<file path="src/rtl/doodle_pkg.sv">
// doodle_pkg
// Shared constants for the Doodle game datapath: one-hot FSM encodings for
// the jump controller, screen geometry, and default jump/scroll tuning that
// the platform and render blocks reuse.
package doodle_pkg;

  // One-hot jump controller states.
  localparam logic [3:0] ST_I    = 4'b0001;
  localparam logic [3:0] ST_UP   = 4'b0010;
  localparam logic [3:0] ST_DOWN = 4'b0100;
  localparam logic [3:0] ST_DONE = 4'b1000;

  // Screen geometry.
  localparam int V_RES    = 480;
  localparam int H_RES    = 640;
  localparam int DOODLE_H = 20;

  // Default motion tuning.
  localparam int DEF_JUMP_HEIGHT = 120;
  localparam int DEF_SCROLL_LINE = 240;
  localparam int DEF_START_Y     = 440;
  localparam int DEF_FLOOR_Y     = V_RES - DOODLE_H;

  function automatic int max_int(input int a, input int b);
    return (a > b) ? a : b;
  endfunction

endpackage

</file>
<file path="src/rtl/doodle_alt_tracker.sv">
// doodle_alt_tracker
// Holds the doodle's current altitude and the best altitude reached this
// game. Altitude counts up/down by one per strobe, saturating at both ends;
// score follows the running maximum of altitude.
//   Clk, Reset : clock, asynchronous active-high reset
//   clr        : zero altitude and score (start of game)
//   inc, dec   : altitude +1 / -1 strobes (inc wins if both are set)
//   score      : maximum altitude since the last clr
module doodle_alt_tracker #(
  parameter int SCORE_W = 16
) (
  input  logic               Clk,
  input  logic               Reset,
  input  logic               clr,
  input  logic               inc,
  input  logic               dec,
  output logic [SCORE_W-1:0] score
);

  localparam logic [SCORE_W-1:0] ALT_MAX = '1;

  logic [SCORE_W-1:0] alt;
  logic [SCORE_W-1:0] alt_up;
  logic [SCORE_W-1:0] alt_dn;

  always_comb begin
    alt_up = (alt == ALT_MAX) ? alt : alt + SCORE_W'(1);
    alt_dn = (alt == '0)      ? alt : alt - SCORE_W'(1);
  end

  // NOTE: sequential state uses non-blocking assignments so every register
  // samples the pre-edge values, independent of statement order.
  always_ff @(posedge Clk or posedge Reset) begin
    if (Reset) begin
      alt   <= '0;
      score <= '0;
    end else if (clr) begin
      alt   <= '0;
      score <= '0;
    end else if (inc) begin
      alt <= alt_up;
      if (alt_up > score) score <= alt_up;
    end else if (dec) begin
      alt <= alt_dn;
    end
  end

endmodule

</file>
<file path="src/rtl/doodle_jump_ctrl.sv">
// doodle_jump_ctrl
// Frame-rate jump controller. Once per Tick the doodle rises (UP) or falls
// (DOWN); a platform hit while falling starts a new jump. Rise that would
// take the doodle above the scroll line is converted into world-scroll
// pulses. A fall reaching the floor ends the game (DONE) until Ack.
//   Clk, Reset      : clock, asynchronous active-high reset
//   Start, Ack      : level controls, leave I / leave DONE
//   Tick            : one-cycle frame pulse qualifying all motion
//   plat_hit        : per-platform collision flags, valid on Tick
//   doodle_y        : current doodle top row
//   score           : maximum altitude reached this game
//   scroll_en       : one-cycle pulse, world moves down one pixel
//   q_I..q_Done     : one-hot state
module doodle_jump_ctrl
  import doodle_pkg::*;
#(
  parameter int Y_W         = 10,
  parameter int SCORE_W     = 16,
  parameter int NUM_PLAT    = 4,
  parameter int JUMP_HEIGHT = DEF_JUMP_HEIGHT,
  parameter int START_Y     = DEF_START_Y,
  parameter int FLOOR_Y     = DEF_FLOOR_Y,
  parameter int SCROLL_LINE = DEF_SCROLL_LINE
) (
  input  logic                Clk,
  input  logic                Reset,
  input  logic                Start,
  input  logic                Ack,
  input  logic                Tick,
  input  logic [NUM_PLAT-1:0] plat_hit,
  output logic [Y_W-1:0]      doodle_y,
  output logic [SCORE_W-1:0]  score,
  output logic                scroll_en,
  output logic                q_I,
  output logic                q_Up,
  output logic                q_Down,
  output logic                q_Done
);

  // The rise counter must reach JUMP_HEIGHT even when the score is narrow.
  localparam int RISE_W = max_int(SCORE_W, $clog2(JUMP_HEIGHT + 1));

  localparam logic [Y_W-1:0]    START_YV  = Y_W'(START_Y);
  localparam logic [Y_W-1:0]    FLOOR_YV  = Y_W'(FLOOR_Y);
  localparam logic [Y_W-1:0]    SCROLL_YV = Y_W'(SCROLL_LINE);
  localparam logic [RISE_W-1:0] RISE_TOP  = RISE_W'(JUMP_HEIGHT);

  logic [3:0]        state;
  logic [3:0]        state_next;
  logic [RISE_W-1:0] rise;
  logic [RISE_W-1:0] rise_next;
  logic [Y_W-1:0]    y_next;
  logic              scroll_next;
  logic              alt_clr;
  logic              alt_inc;
  logic              alt_dec;

  logic at_apex;
  logic at_floor;
  logic bounce;

  assign at_apex  = (rise == RISE_TOP);
  assign at_floor = (doodle_y >= FLOOR_YV);
  assign bounce   = |plat_hit;

  // State register.
  always_ff @(posedge Clk or posedge Reset) begin
    if (Reset) state <= ST_I;
    else       state <= state_next;
  end

  // Next-state logic. Start/Ack act without a Tick; motion needs one.
  // NOTE: every always_comb output gets a default first so no path can
  // leave it unassigned and infer a latch.
  always_comb begin
    state_next = ST_I;  // any illegal encoding falls back to I
    case (state)
      ST_I:    state_next = Start ? ST_UP : ST_I;
      ST_UP:   state_next = (Tick && at_apex) ? ST_DOWN : ST_UP;
      ST_DOWN: begin
        if (Tick && bounce)        state_next = ST_UP;
        else if (Tick && at_floor) state_next = ST_DONE;
        else                       state_next = ST_DOWN;
      end
      ST_DONE: state_next = Ack ? ST_I : ST_DONE;
      default: state_next = ST_I;
    endcase
  end

  // Datapath control for the current state.
  always_comb begin
    y_next      = doodle_y;
    rise_next   = rise;
    scroll_next = 1'b0;
    alt_clr     = 1'b0;
    alt_inc     = 1'b0;
    alt_dec     = 1'b0;
    case (state)
      ST_I: begin
        y_next = START_YV;
        if (Start) begin
          rise_next = '0;
          alt_clr   = 1'b1;
        end
      end
      ST_UP: begin
        // The apex tick only changes state; plat_hit is ignored while rising.
        if (Tick && !at_apex) begin
          rise_next = rise + RISE_W'(1);
          alt_inc   = 1'b1;
          if (doodle_y > SCROLL_YV) y_next = doodle_y - Y_W'(1);
          else                      scroll_next = 1'b1;
        end
      end
      ST_DOWN: begin
        if (Tick) begin
          if (bounce) begin
            rise_next = '0;
          end else if (!at_floor) begin
            y_next  = doodle_y + Y_W'(1);
            alt_dec = 1'b1;
          end
        end
      end
      ST_DONE: begin
        if (Ack) y_next = START_YV;
      end
      default: ;
    endcase
  end

  always_ff @(posedge Clk or posedge Reset) begin
    if (Reset) begin
      doodle_y  <= START_YV;
      rise      <= '0;
      scroll_en <= 1'b0;
    end else begin
      doodle_y  <= y_next;
      rise      <= rise_next;
      scroll_en <= scroll_next;
    end
  end

  doodle_alt_tracker #(
    .SCORE_W(SCORE_W)
  ) u_alt (
    .Clk   (Clk),
    .Reset (Reset),
    .clr   (alt_clr),
    .inc   (alt_inc),
    .dec   (alt_dec),
    .score (score)
  );

  // One-hot state straight from the state register.
  assign q_I    = (state == ST_I);
  assign q_Up   = (state == ST_UP);
  assign q_Down = (state == ST_DOWN);
  assign q_Done = (state == ST_DONE);

endmodule

</file>
<file path="config.mk">
export PLATFORM = sky130hd
export DESIGN_NAME = doodle_jump_ctrl
export DESIGN_NICKNAME = d
export VERILOG_FILES = /design/src/rtl/doodle_pkg.sv /design/src/rtl/doodle_alt_tracker.sv /design/src/rtl/doodle_jump_ctrl.sv
export SDC_FILE = /design/constraint.sdc
export NUM_CORES = 1
export LEC_CHECK = 0
export BUFFER_PORTS_ARGS = -buffer_cell sky130_fd_sc_hd__buf_2
export CAP_MARGIN = 10
export CORE_ASPECT_RATIO = 0.9
export CORE_MARGIN = 2
export CORE_UTILIZATION = 61
export DETAILED_ROUTE_END_ITERATION = 6
export PLACE_DENSITY_LB_ADDON = 0.15
export SLEW_MARGIN = 20
export SYNTH_ARGS = -nofsm -noshare
export SYNTH_HDL_FRONTEND = slang
export SYNTH_SLANG_ARGS = --single-unit
</file>
<file path="constraint.sdc">
create_clock -name Clk -period 4.5 [get_ports Clk]
set_clock_uncertainty 0.05 [all_clocks]
set_input_delay 0.675 -clock Clk [delete_from_list [all_inputs] [get_ports Clk]]
set_output_delay 0.675 -clock Clk [all_outputs]
set_load 0.01 [all_outputs]
</file>
* Word level (Yosys, flattened, before mapping)
Index checks and enable logic that the tools add are counted.
** Word-level totals
- Register bits after elaboration :: 63
- Logic and storage cells :: 82
- Input bits :: 9
- Output and inout bits :: 31
** Operators by class
- Reduce and logical (&&, ||, !) cells :: 16
- Add/subtract/negate cells :: 5
- $lt $le $gt $ge :: 3
- Equality and inequality tests :: 15
- Muxes and demuxes :: 37
** Operators with widths (number)
- $mux W16 :: 12
- $mux W10 :: 6
- $pmux W16 S3 :: 1
- $pmux W10 S4 :: 1
- $add A16 B1 Y16 const B :: 2
- $eq A16 B16 Y1 const B :: 1
- $eq A16 B7 Y1 const B :: 1
- $gt A16 B16 Y1 :: 1
- $logic_not A16 Y1 :: 1
- $pmux W4 S4 :: 1
- $sub A16 B1 Y16 const B :: 1
- $mux W4 :: 3
- $mux W1 :: 11
- $add A10 B1 Y10 const B :: 1
- $ge A10 B9 Y1 const B :: 1
- $gt A10 B8 Y1 const B :: 1
- $ne A2 B2 Y1 const B :: 5
- $sub A10 B1 Y10 const B :: 1
- $reduce_and A7 Y1 :: 1
- $ne A2 B1 Y1 const B :: 3
- $reduce_bool A3 Y1 :: 2
- $reduce_and A5 Y1 :: 1
- $eq A4 B1 Y1 const B :: 1
- $eq A4 B2 Y1 const B :: 1
- other kinds (11) :: 16

* Logic depth before layout (Yosys ltp)
Gate-level depths: netlist of the first run.
- Depth after elaboration :: 8
- Mapped depth :: 14
- Gate-level depth less buffers :: 12

* Modules after synthesis
Synthesis of the first run repeated with hierarchy kept, for this count alone.
** Second synthesis, totals
- Cell total of the unflattened synthesis :: 536
- Area, all modules :: 4559.4 µm²
** Modules (own cells, without submodules)
- doodle_alt_tracker :: area each 2513.7 µm², seq. area each 800.8 µm², times used 1, cells an instance 298
- doodle_jump_ctrl :: area each 2045.7 µm², seq. area each 783.3 µm², times used 1, cells an instance 238

* Worst setup path after synthesis of the first run
Ideal clock, no wire load.
- Kind :: register to register
- Start point :: reg u_alt.alt[4]
- End point :: reg u_alt.score[11]
- Data arrival time :: 3.542 ns
- Cell stages (with the launch flop) :: 13
- Data required time :: 4.325 ns
- Library setup time :: 0.125 ns
- Setup slack :: 0.783 ns
- Clock period less this slack :: 3.717 ns
- Path buffers :: 2
- Path through :: dfrtp_1 -> clkbuf_1 -> nand4_1 -> nor3_1 -> nand2_1 -> a31oi_1 -> ha_1 -> a21o_1 -> a21o_1 -> a211o_1 -> clkbuf_1 -> o21ai_2 -> mux2_2
** Between the ends
- Cells in the longest elaborated chain, start to end :: 5
- Elaborated cells between the ends (all ways) :: 9
- Classes of those cells :: add/sub: 1; order compare: 1; eq/ne: 1; mux: 4; reduce/logical: 2
** RTL lines
- from (decl) :: line doodle_alt_tracker.sv:22 : logic [SCORE_W-1:0] alt;
- from (signal assigned) :: line doodle_alt_tracker.sv:41 : alt <= alt_up;
- from (signal assigned) :: line doodle_alt_tracker.sv:44 : alt <= alt_dn;
- $add A16 B1 Y16 or $eq A16 B16 Y1 (tied branches) :: line doodle_alt_tracker.sv:27 : alt_up = (alt == ALT_MAX) ? alt : alt + SCORE_W'(1);
- $mux W16 (*) :: line doodle_alt_tracker.sv:27
- $gt A16 B16 Y1 or $mux W16 (tied branches) :: line doodle_alt_tracker.sv:42 : if (alt_up > score) score <= alt_up;
- $reduce_bool A2 Y1 (no line) or $mux W16 (tied branches)
- $reduce_and A2 Y1 (no line) or $mux W16 (tied branches)
- to (signal assigned) :: line doodle_alt_tracker.sv:42
- to (decl) :: line doodle_alt_tracker.sv:17 : output logic [SCORE_W-1:0] score
Every way passes the cells marked *; elsewhere a longest branch is shown, timed or not. The select of a mux whose other input is x is not followed.
A chain may end at the register's enable or synchronous reset.

* Worst setup path in the final report of the first run
- Start point :: reg u_alt.alt[3]
- End point :: reg u_alt.score[13]
Same word-level chain as after synthesis.

==> key figures, run 1 <==
Worst setup path
  – Data required time of the critical path: between 4 and 5 ns
  – Critical Path Most Common Cell: a21o_1
  – Launching element type of the critical path: register
  – Peak per-stage delay on the critical path: slightly below 0.6 ns
  – Sequence of cells on the critical path: nand4_1 > nor4_1 > nor2_1 > a31oi_1 > ha_1 > a21o_1 > a21o_1 > a211o_1 > o21ai_2 > mux2_2
  – Element type at the critical path end: register
  – Cell depth of the worst flop-to-flop path: 10
  – Reg-to-reg startpoint: u_alt.alt[3]
  – Reg-to-reg endpoint: u_alt.score[13]
  – Number of stages on the worst setup path: 10
  – End point of the critical path: u_alt.score[13]
  – Number of buffer and inverter instances along the worst setup path: 0
  – Worst-case register-to-register setup slack: 0.52 ns
  – Beginning of the critical path: u_alt.alt[3]
  – Crit path max fanout: 9
  – CP max-delay cell: nor4_1
  – Kind of critical path: register to register
  – Data arrival time of the critical path: between 4 and 5 ns
  – Largest delay contributor family on the critical path: compound AO/OA/AOI/OAI gates

Pwr
  – Psw: roughly 1.3 mW
  – Final Power: just under 3 mW
  – Clock network power share: 19.3%
  – Worst IR drop on VDD: 0.000394 V
  – Switch share: roughly 45%
  – Cell leakage power: around 2.2 nW
  – Combinational Power Share: 49.8%
  – Sequential share of power: 30.9%
  – Internal power consumption: about 1.6 mW
  – Total power density per cell area: 586 nW/um^2

Place
  – Count of input and output buffers: 39
  – HPWL reported at the end of detailed placement: about 7700 um
  – Total placed cells including tap cells: 630
  – Instance area at placement: a little under 5000 sq um
  – Final weighted congestion in routability-driven placement: between 0.9 and 1
  – Worst slack at placement: between 0.6 and 0.7 ns

Yosys
  – Number of synthesized flops with an enable pin: 0
  – Ranking of synthesized cells by area: dfrtp_1 (31%), ha_1 (8.0%), nor2_1 (4.2%)
  – Number of flip-flops and latches in the synthesized netlist: 63
  – Post-synthesis sequential area ratio: about a third
  – Ys flop type: dfrtp_1
  – Mean cell area of the mapped netlist: just under 9 sq um
  – Number of warnings printed during yosys synthesis: 0
  – FFs w/ async S/R, synth: 100%
  – Net Count, Synth: about 560
  – Commonest cells post-synth: dfrtp_1 (57), nor2_1 (51), nand2_1 (34)
  – Top-count cell post-synth: dfrtp_1
  – Count of cell types in the netlist: 65
  – Share of the synthesized area in the top cell type: 31.4%
  – Synthesized area: 4550 sq um
  – Synthesized instance count: around 520
  – Cell taking the most area after synthesis: dfrtp_1

Global routing
  – Global-route wire length before repair: 18400 um
  – Global-route usage over all layers: between 20 and 30%
  – Overflow left after global routing: 0
  – Vias in the first global route: 3777
  – Maximum number of pins on one net before global-route repair: 34
  – Initial antenna violation count: 0

Final layout
  – Post-route core utilization: 70.3%
  – Fraction of layout instances using a drive strength above 1: between 15 and 20%
  – Non-Filler Instances: around 650
  – Final nets: roughly 590
  – Layout Area Growth over Synthesis: 10.6%
  – Cell area after layout: between 5000 and 6000 sq um
  – Antenna diode count: 0

STA
  – Crit share post-route: slightly below 90%
  – Minimum clock period: 3.98 ns
  – Final setup slack of the worst path: ~0.52 ns
  – Slew at the pin closest to its max-slew limit: roughly 0.90 ns
  – Maximum frequency from static timing analysis: ~0.25 GHz
  – RSZ-0062 raised after global routing: false
  – Post-Route Hold Slack: 0.381 ns
  – Count of endpoints failing hold in the final timing report: 0
  – Setup-failing EPs final: 0
  – Normalized max-slew margin: 39.8%
  – Setup total negative slack: 0 ns
  – Number of slew-limit violations in the final report: 0

Floorplan
  – Site Rows: 29
  – Floorplan die area: between 8000 and 9000 sq um
  – Initial cell density of the core: ~64%
  – Floorplan die width: roughly 95 um
  – Io pins: 40
  – Floorplan core area: roughly 7000 sq um
  – Die height: about 86 um

Routing
  – Number of DRC violations after detailed routing: 0
  – Per-cell routed wire length: ~17 um
  – Count of routing violations after the opening detailed-route iteration: 228
  – Pre-Repair DR Iteration Count: 5
  – Final antenna-violating net count: 0
  – Routed vias: 4037
  – Number of vias per cell: roughly 6.2
  – Aggregate routed wire length: between 10000 and 15000 um

Clock tree
  – TritonCTS clock tree: yes
  – Postcts setup bufs: 0
  – Number of buffers added by the clock tree synthesis step: 9
  – PostCTS Resize Cnt: 0
  – Cts hold-fix bufs: 0
  – Root Buffer: clkbuf_8
  – Clock sinks: 63
  – H-tree levels: 3
  – Buffers from clock root to sink, at most: 2
  – Clock-pin slew reported for the worst setup and hold paths after clock tree synthesis: 0.08 ns
  – Clock latency reported for the late side of the worst-skew pair: between 0.3 and 0.4 ns

Run status
  – Status: completed

Worst hold path
  – Worst min path class: input pin to asynchronous set/reset pin

Flow run
  – Maximum Capacitance Violations: 0
## placed cells by master, fill, tap and decap left out, drive strengths merged, types with 10 or more instances in the layout
cell type,n
a21oi,29
buf,48
clkbuf,13
dfrtp,57
ha,29
inv,28
nand2,34
nand3,19
nand4,10
nor2,52
nor3,15
nor4,18
o21ai,28
xnor2,18
xor2,21
## registers in the layout, summed over array words and instances, names as in the netlist
register / flops
u_alt.score: 16
rise: 16
doodle_y: 10
state: 4
u_alt.alt: 16
scroll_en: 1
## cell type report
| cell class | count | area [sq um] |
|---|---|---|
| Multi-Input combinational cell | 397 | 2730 |
| Fill cell | 571 | 2120 |
| Sequential cell | 63 | 1580 |
| Timing Repair Buffer | 48 | 263 |
| Tap cell | 93 | 116 |
| Inverter | 29 | 109 |
| Clock inverter | 3 | 65.1 |
| Clock buffer | 13 | 159 |
## logic make-up (layout without fill, tap and decap cells)
logic type,after synthesis,count (layout),share of synthesized area (%)
buf+inv,56,93,5.20
mux,12,12,2.81
xor+xnor,39,39,7.51
fa+ha+maj,30,30,8.42
compound gates,121,121,17.4
flops,63,63,34.8
simple gates,195,195,23.9
## worst register-to-register path: stages (launching register included)
cell and delay, ns:
dfrtp_1 0.56, nand4_1 0.32, nor4_1 0.59, nor2_1 0.08, a31oi_1 0.28, ha_1 0.31
a21o_1 0.18, a21o_1 0.17, a211o_1 0.41, o21ai_2 0.51, mux2_2 0.40
## worst min path at each step
stage / startpoint / depth (start not counted) / slack [ns] / endpoint
floorplan: rise[6] / 2 / 0.45 / rise[6]
global placement: rise[6] / 2 / 0.47 / rise[6]
detailed placement: doodle_y[4] / 2 / 0.48 / doodle_y[4]
CTS: Reset / 2 / 0.41 / u_alt.alt[6]
global route: Reset / 2 / 0.44 / rise[0]
finish: Reset / 2 / 0.38 / rise[6]
## power by group through the flow
stage | combinational (mW) | clock [mW] | sequential, mW
floorplan | 1.12 | 0 | 0.861
global placement | 1.41 | 0 | 0.903
detailed placement | 1.44 | 0 | 0.911
CTS | 1.45 | 0.579 | 0.905
global route | 1.64 | 0.599 | 0.933
finish | 1.47 | 0.569 | 0.910
## layer usage
| metal | share of wire [%] | vias up | global-route usage (%) |
|---|---|---|---|
| li1 | - | 1935 | - |
| met1 | 48 | 1944 | 42.0 |
| met2 | 45 | 136 | 42.5 |
| met3 | 5.1 | 22 | 5.89 |
| met4 | 1.6 | 0 | 8.70 |
| met5 | 0 | - | 0 |
Power figures use the tool's default switching activity.
==> inputs of run 2 (changes only) <==
--- a/config.mk
+++ b/config.mk
@@ -9,7 +9,7 @@
 export CAP_MARGIN = 10
 export CORE_ASPECT_RATIO = 0.9
 export CORE_MARGIN = 2
-export CORE_UTILIZATION = 61
+export CORE_UTILIZATION = 65
 export DETAILED_ROUTE_END_ITERATION = 6
 export PLACE_DENSITY_LB_ADDON = 0.15
 export SLEW_MARGIN = 20
==> constraint.sdc (replaced) <==
create_clock -name Clk -period 5.2 [get_ports Clk]
set_clock_uncertainty 0.05 [all_clocks]
set_input_delay 0.78 -clock Clk [delete_from_list [all_inputs] [get_ports Clk]]
set_output_delay 0.78 -clock Clk [all_outputs]
set_load 0.01 [all_outputs]
==> run 2 against run 1 <==
Compared with the run above: cell count shrank 1.2%; register-to-register slack improved by 0.50 ns; setup slack improved by 0.50 ns; flip-flop and latch count unchanged; sequential share of layout area increased by 0.43 points; global-route usage hardly changed; worst hold slack improved by 0.043 ns; clock power is 25% lower; fmax fell by 4.9%.
==> key figures, run 2 (synthesis gave the netlist of run 1 again) <==
Final layout
  – Leading cell type in the layout, fill and taps excluded: dfrtp_1
  – Layout Area Growth over Synthesis: 9.11%
  – Fraction of layout instances using a drive strength above 1: 16.2% (-0.76 points)
  – Number of inserted filler cells in the final layout: 507 (-11%)
  – Non-Filler Instances: 638 (-1.2%)
  – Antenna diode count: 0 (unchanged)
  – Most frequent cells in the layout: dfrtp_1 (57), nor2_1 (51), buf_2 (39)
  – Final nets: 582 (-0.85%)
  – Largest registers ranked by flip-flop count: rise: 16 flops, u_alt.alt: 16 flops, u_alt.score: 16 flops

Global routing
  – Maximum number of pins on one net before global-route repair: 40 (+18%)
  – Global-route usage over all layers: 28.6% (+0.050 points)
  – Overflow left after global routing: 0 (unchanged)
  – Global-route wire length before repair: 17800 um (-3.4%)
  – Vias in the first global route: 3716 (-1.6%)
  – Initial antenna violation count: 0 (unchanged)

Worst setup path
  – Number of buffer and inverter instances along the worst setup path: 0 (unchanged)
  – Element type at the critical path end: register
  – Reg-to-reg endpoint: u_alt.score[13]
  – Critical Path Most Common Cell: a21o_1
  – Cell depth of the worst flop-to-flop path: 10 (unchanged)
  – Peak per-stage delay on the critical path: 0.54 ns (-0.05 ns)
  – Data required time of the critical path: 5.38 ns (+0.71 ns)
  – Kind of critical path: register to register
  – Data arrival time of the critical path: 4.37 ns (+0.21 ns)
  – Launching element type of the critical path: register
  – Sequence of cells on the critical path: nand4_1 > nor3_1 > nand2_1 > a31oi_1 > ha_1 > a21o_1 > a21o_1 > a211o_1 > o21ai_2 > mux2_2
  – Worst-case register-to-register setup slack: 1.01 ns (+0.50 ns)
  – Largest delay contributor family on the critical path: compound AO/OA/AOI/OAI gates
  – Reg-to-reg startpoint: u_alt.alt[3]
  – Crit path max fanout: 9 (unchanged)
  – CP max-delay cell: dfrtp_1

STA
  – Setup total negative slack: 0 ns (unchanged)
  – Normalized max-slew margin: 26.3% (-13 points)
  – Crit share post-route: 80.5% (-8.0 points)
  – Count of endpoints failing hold in the final timing report: 0 (unchanged)
  – Number of slew-limit violations in the final report: 0 (unchanged)
  – Setup-failing EPs final: 0 (unchanged)
  – Slew at the pin closest to its max-slew limit: 1.10 ns (+0.202 ns)
  – RSZ-0062 raised after global routing: false
  – Maximum frequency from static timing analysis: 0.239 GHz (-4.9%)
  – Minimum clock period: 4.19 ns (+0.204 ns)

Pwr
  – Worst IR drop on VDD: 0.000326 V (-17%)
  – Total power density per cell area: 498 nW/um^2 (-15%)
  – Internal power consumption: 1.34 mW (-18%)
  – Switch share: 46.0% (+1.2 points)
  – Sequential share of power: 31.8% (+0.9 points)
  – Combinational Power Share: 51.0% (+1.2 points)
  – Psw: 1.14 mW (-14%)
  – Clock network power share: 17.1% (-2.2 points)
  – Cell leakage power: 2.15 nW (-1.9%)

Floorplan
  – Floorplan die width: 92.2 um (-3.0%)
  – Initial cell density of the core: 68.0% (+4.3 points)
  – Floorplan die area: 7680 sq um (-5.9%)
  – Io pins: 40 (unchanged)
  – Die height: 83.3 um (-3.0%)
  – Site Rows: 28 (-3.4%)
  – Floorplan core area: 6690 sq um (-6.4%)

Clock tree
  – Clock sinks: 63 (unchanged)
  – Clock latency reported for the late side of the worst-skew pair: 0.35 ns (about the same)
  – Number of buffers added by the clock tree synthesis step: 9 (unchanged)
  – Clock-pin slew reported for the worst setup and hold paths after clock tree synthesis: 0.07 ns (about the same)
  – Root Buffer: clkbuf_8
  – Postcts setup bufs: 0 (unchanged)
  – TritonCTS clock tree: yes
  – PostCTS Resize Cnt: 0 (unchanged)
  – Cts hold-fix bufs: 0 (unchanged)
  – Buffers from clock root to sink, at most: 2 (unchanged)
  – H-tree levels: 3 (unchanged)

Routing
  – Aggregate routed wire length: 10700 um (-2.2%)
  – Routed vias: 3990 (-1.2%)
  – Final antenna-violating net count: 0 (unchanged)
  – Number of vias per cell: 6.25 (about the same)
  – Pre-Repair DR Iteration Count: 5 (unchanged)
  – Count of routing violations after the opening detailed-route iteration: 322 (+41%)
  – Number of DRC violations after detailed routing: 0 (unchanged)
  – Per-cell routed wire length: 16.8 um (-0.95%)

Worst hold path
  – Worst min path class: input pin to asynchronous set/reset pin

Flow run
  – Maximum Capacitance Violations: 0 (unchanged)

Place
  – HPWL reported at the end of detailed placement: 7660 um (-0.35%)
  – Final weighted congestion in routability-driven placement: 0.912 (-3.2%)
  – Total placed cells including tap cells: 622 (-1.3%)
  – Count of input and output buffers: 39 (unchanged)

Run status
  – Status: completed
[run 2: cell types whose count changed in the layout (fill, tap and decap cells not counted), sizes merged]
cell | before | now
buf | 48 | 43
clkinv | 2 | 4
bufinv | 2 | 1
clkbuf | 13 | 12
[run 2: stage by stage]
| step | instance area [sq um] | setup slack [ns] | util, % | hold slack (ns) | power [mW] |
|---|---|---|---|---|---|
| finish | 4960 | 1.01 | 74.1 | 0.423 | 2.47 |
| CTS | 4950 | 1.09 | 73.9 | 0.444 | 2.45 |
| floorplan | 4550 | 1.48 | - | 0.453 | 1.72 |
| global route | 4960 | 0.676 | 74.1 | 0.479 | 2.66 |
| global placement | 4760 | 1.25 | 71.1 | 0.474 | 1.97 |
| detailed placement | 4760 | 1.14 | 71.1 | 0.477 | 2.02 |
[run 2: how the worst max path moves through the flow]
| stage | slack (ns) | endpoint | cells after the start | startpoint |
|---|---|---|---|---|
| 5_1_grt | 0.68 | u_alt.score[13] | 12 | u_alt.alt[0] |
| 3_5_place_dp | 1.14 | u_alt.score[15] | 11 | u_alt.alt[3] |
| 4_1_cts | 1.09 | u_alt.score[13] | 11 | u_alt.alt[3] |
| 3_3_place_gp | 1.25 | u_alt.score[9] | 10 | u_alt.alt[3] |
| 2_1_floorplan | 1.48 | u_alt.score[11] | 12 | u_alt.alt[4] |
| 6_report | 1.01 | u_alt.score[13] | 10 | u_alt.alt[3] |
[run 2: worst reg2reg max path, stage by stage, from the launching register on]
cell,delay [ns]
dfrtp_1,0.54
nand4_1,0.34
nor3_1,0.54
nand2_1,0.29
a31oi_1,0.35
ha_1,0.31
a21o_1,0.18
a21o_1,0.17
a211o_1,0.40
o21ai_2,0.52
mux2_2,0.40
[run 2: cell type report]
cell class	count	area, sq um	area share, %
clock inverters	4	45.0	0.908
multi-input cells	397	2740	55.2
inverters	29	109	2.19
clock buffers	12	145	2.93
flip-flops and latches	63	1580	31.9
well taps	90	113	2.27
repair buffers	43	225	4.54
[run 2: power by group through the flow]
| stage | clock network (mW) | registers (mW) | logic (mW) |
|---|---|---|---|
| floorplan | 0 | 0.745 | 0.973 |
| global placement | 0 | 0.780 | 1.19 |
| detailed placement | 0 | 0.785 | 1.23 |
| CTS | 0.429 | 0.778 | 1.24 |
| global route | 0.452 | 0.803 | 1.40 |
| finish | 0.424 | 0.786 | 1.26 |
[run 2: layer usage]
| metal | global-route usage, % | share of wire [%] |
|---|---|---|
| met1 | 42.2 | 46 |
| met2 | 43.6 | 45 |
| met3 | 5.99 | 7.5 |
| met4 | 6.24 | 0.76 |
| met5 | 0 | 0 |
==> inputs of run 3 (changes only) <==
--- a/config.mk
+++ b/config.mk
@@ -5,11 +5,12 @@
 export SDC_FILE = /design/constraint.sdc
 export NUM_CORES = 1
 export LEC_CHECK = 0
+export ABC_AREA = 1
 export BUFFER_PORTS_ARGS = -buffer_cell sky130_fd_sc_hd__buf_2
 export CAP_MARGIN = 10
 export CORE_ASPECT_RATIO = 0.9
 export CORE_MARGIN = 2
-export CORE_UTILIZATION = 65
+export CORE_UTILIZATION = 61
 export DETAILED_ROUTE_END_ITERATION = 6
 export PLACE_DENSITY_LB_ADDON = 0.15
 export SLEW_MARGIN = 20
==> constraint.sdc (replaced) <==
create_clock -name Clk -period 3.9 [get_ports Clk]
set_clock_uncertainty 0.05 [all_clocks]
set_input_delay 0.585 -clock Clk [delete_from_list [all_inputs] [get_ports Clk]]
set_output_delay 0.585 -clock Clk [all_outputs]
set_load 0.01 [all_outputs]
==> run 3 against run 2 <==
Compared with the run above: count of clock-buffer cells in the layout is 2 lower; cell count up 41%; wire length grew 15%; cell area increased by 12%; non-clock buffer count is 2 lower; via count rose by 24%; critical endpoint is now u_alt.score[12].
==> key figures, run 3 <==
Run status
  – Status: completed

Place
  – Worst slack at placement: 0.775 ns (-0.367 ns)
  – Count of input and output buffers: 39 (unchanged)
  – Instance area at placement: 5300 sq um (+11%)
  – Final weighted congestion in routability-driven placement: 0.959 (+5.2%)
  – HPWL reported at the end of detailed placement: 9100 um (+19%)

Worst setup path
  – Cell depth of the worst flop-to-flop path: 13 (+3)
  – Peak per-stage delay on the critical path: 0.45 ns (-0.09 ns)
  – CP max-delay cell: dfrtp_1
  – Kind of critical path: register to register
  – Sequence of cells on the critical path: ha_1 > nand3_1 > nor2_1 > nand4_1 > o21ai_0 > inv_1 > ha_1 > nand4_1 > nor3_1 > a21oi_4 > nand2_2 > nand3_1 > nand2_1
  – Element type at the critical path end: register
  – Data arrival time of the critical path: 3.42 ns (-0.95 ns)
  – Launching element type of the critical path: register
  – Crit path max fanout: 17 (+8)
  – Data required time of the critical path: 4.13 ns (-1.25 ns)

Yosys
  – Synthesized area: 5140 sq um (+13%)
  – FFs w/ async S/R, synth: 100% (unchanged)
  – Post-synthesis sequential area ratio: 30.8% (-4.0 points)
  – Mean cell area of the mapped netlist: 6.65 sq um (-25%)
  – Ranking of synthesized cells by area: dfrtp_1 (28%), nand2_1 (19%), nand3_1 (9.5%)
  – Share of the synthesized area in the top cell type: 27.7% (-3.6 points)
  – Number of synthesized flops with an enable pin: 0 (unchanged)
  – Ys flop type: dfrtp_1
  – Number of warnings printed during yosys synthesis: 0 (unchanged)
  – Number of flip-flops and latches in the synthesized netlist: 63 (unchanged)
  – Count of cell types in the netlist: 39 (-40%)
  – Net Count, Synth: 812 (+46%)
  – Synthesized instance count: 773 (+50%)
  – Cell taking the most area after synthesis: dfrtp_1
  – Commonest cells post-synth: nand2_1 (265), nand3_1 (98), inv_1 (84)
  – Top-count cell post-synth: nand2_1

Final layout
  – Layout Area Growth over Synthesis: 7.59%
  – Cell area after layout: 5530 sq um (+12%)
  – Most frequent cells in the layout: nand2_1 (265), nand3_1 (98), inv_1 (83)
  – Largest registers ranked by flip-flop count: rise: 16 flops, u_alt.alt: 16 flops, u_alt.score: 16 flops
  – Leading cell type in the layout, fill and taps excluded: nand2_1
  – Antenna diode count: 0 (unchanged)
  – Final nets: 837 (+44%)
  – Post-route core utilization: 68.3% (-5.9 points)
  – Fraction of layout instances using a drive strength above 1: 11.7% (-4.5 points)
  – Number of inserted filler cells in the final layout: 683 (+35%)

Routing
  – Per-cell routed wire length: 13.7 um (-19%)
  – Aggregate routed wire length: 12400 um (+15%)
  – Count of routing violations after the opening detailed-route iteration: 395 (+23%)
  – Number of vias per cell: 5.50 (-12%)
  – Routed vias: 4962 (+24%)
  – Pre-Repair DR Iteration Count: 5 (unchanged)
  – Final antenna-violating net count: 0 (unchanged)
  – Number of DRC violations after detailed routing: 0 (unchanged)

Floorplan
  – Io pins: 40 (unchanged)
  – Floorplan core area: 8110 sq um (+21%)
  – Floorplan die area: 9180 sq um (+20%)
  – Die height: 91.1 um (+9.3%)
  – Floorplan die width: 101 um (+9.4%)
  – Site Rows: 31 (+11%)
  – Initial cell density of the core: 63.4% (-4.5 points)

STA
  – Crit share post-route: 81.7% (+1.2 points)
  – Setup total negative slack: 0 ns (unchanged)
  – Maximum frequency from static timing analysis: 0.314 GHz (+31%)
  – Final setup slack of the worst path: 0.712 ns (-0.300 ns)
  – Minimum clock period: 3.19 ns (-1.00 ns)
  – Normalized max-slew margin: 44.0% (+18 points)
  – Number of slew-limit violations in the final report: 0 (unchanged)
  – RSZ-0062 raised after global routing: false
  – Count of endpoints failing hold in the final timing report: 0 (unchanged)
  – Setup-failing EPs final: 0 (unchanged)
  – Slew at the pin closest to its max-slew limit: 0.839 ns (-0.260 ns)

Clock tree
  – Number of buffers added by the clock tree synthesis step: 9 (unchanged)
  – PostCTS Resize Cnt: 0 (unchanged)
  – TritonCTS clock tree: yes
  – Clock sinks: 63 (unchanged)
  – Root Buffer: clkbuf_8
  – Clock latency reported for the late side of the worst-skew pair: 0.35 ns (about the same)
  – Buffers from clock root to sink, at most: 2 (unchanged)
  – H-tree levels: 3 (unchanged)
  – Cts hold-fix bufs: 0 (unchanged)
  – Postcts setup bufs: 0 (unchanged)
  – Clock-pin slew reported for the worst setup and hold paths after clock tree synthesis: 0.08 ns (about the same)

Pwr
  – Switch share: 51.1% (+5.1 points)
  – Combinational Power Share: 59.5% (+8.5 points)
  – Final Power: 4.36 mW (+77%)
  – Clock network power share: 15.3% (-1.8 points)
  – Internal power consumption: 2.13 mW (+60%)
  – Cell leakage power: 3.00 nW (+40%)
  – Worst IR drop on VDD: 0.000470 V (+44%)
  – Total power density per cell area: 788 nW/um^2 (+58%)
  – Sequential share of power: 25.3% (-6.5 points)
  – Psw: 2.23 mW (+96%)

Global routing
  – Global-route wire length before repair: 21600 um (+21%)
  – Overflow left after global routing: 0 (unchanged)
  – Initial antenna violation count: 0 (unchanged)
  – Global-route usage over all layers: 28.6% (about the same)
  – Vias in the first global route: 4710 (+27%)
  – Maximum number of pins on one net before global-route repair: 50 (+25%)

Flow run
  – Maximum Capacitance Violations: 0 (unchanged)

Worst hold path
  – Worst min path class: input pin to asynchronous set/reset pin
## run 3: cell count changes in the layout (fill, tap and decap cells not counted), moves of 11 or more
cell	delta
nor4_1	-13
nor2_1	+31
nand3_1	+79
a21oi_1	-19
inv_1	+56
nand2_1	+231
xnor2_1	-11
## run 3: metal layers
layer	GRT usage, %	share of wire (%)	vias to the layer above
met3	4.46	6.4	17
li1	-	-	2487
met5	0	0	-
met1	40.8	48	2271
met2	44.8	45	187
met4	8.33	1.2	0
## run 3: worst paths after layout
kind	start	end	slack (ns)
max	u_alt.alt[0]	u_alt.score[12]	0.71
min	Reset	u_alt.alt[13]	0.32
max reg2reg	u_alt.alt[0]	u_alt.score[12]	0.71
min reg2reg	doodle_y[7]	doodle_y[7]	0.44
max in group asynchronous	Reset	doodle_y[2]	2.76
min in group Clk	doodle_y[7]	doodle_y[7]	0.44
## run 3: cell type report
class	count	area, sq um	area share (%)
Timing Repair Buffer	41	210	3.80
Inverter	90	340	6.15
Tap cell	99	124	2.24
Sequential cell	63	1580	28.6
Multi-Input combinational cell	593	3040	55.0
Clock buffer	10	138	2.49
Clock inverter	6	92.6	1.67
## run 3: worst max-delay path, delay by kind of cell (launching register included)
kind	cells	cell delay (ns)
AOI/OAI and AO/OA	2	0.51
adders and majority gates	2	0.59
buffers and inverters	1	0.12
DFF	1	0.45
and+or+nand+nor	8	1.39
## run 3: cell families (layout without fill, tap and decap cells)
logic type	Yosys count	after routing	share of synthesized area [%]
flip-flops	63	63	30.8
AO/OA/AOI/OAI	42	42	4.89
buffers and inverters	117	147	10.0
adder cells (fa/ha/maj)	30	30	7.45
AND/OR/NAND/NOR	490	490	41.6
XOR/XNOR	31	31	5.28
## run 3: per-stage QoR
step           std cells  hold WS (ns)
4_1_cts              902         0.442
3_5_place_dp         886         0.429
3_3_place_gp         886         0.426
2_1_floorplan        773         0.438
5_1_grt              902         0.389
6_report             902         0.325
## run 3: power by group through the flow
stage	registers, mW	clock network, mW	logic [mW]
floorplan	1.03	0	2.09
global placement	1.09	0	2.47
detailed placement	1.10	0	2.55
CTS	1.09	0.671	2.57
global route	1.13	0.695	2.97
finish	1.10	0.665	2.59
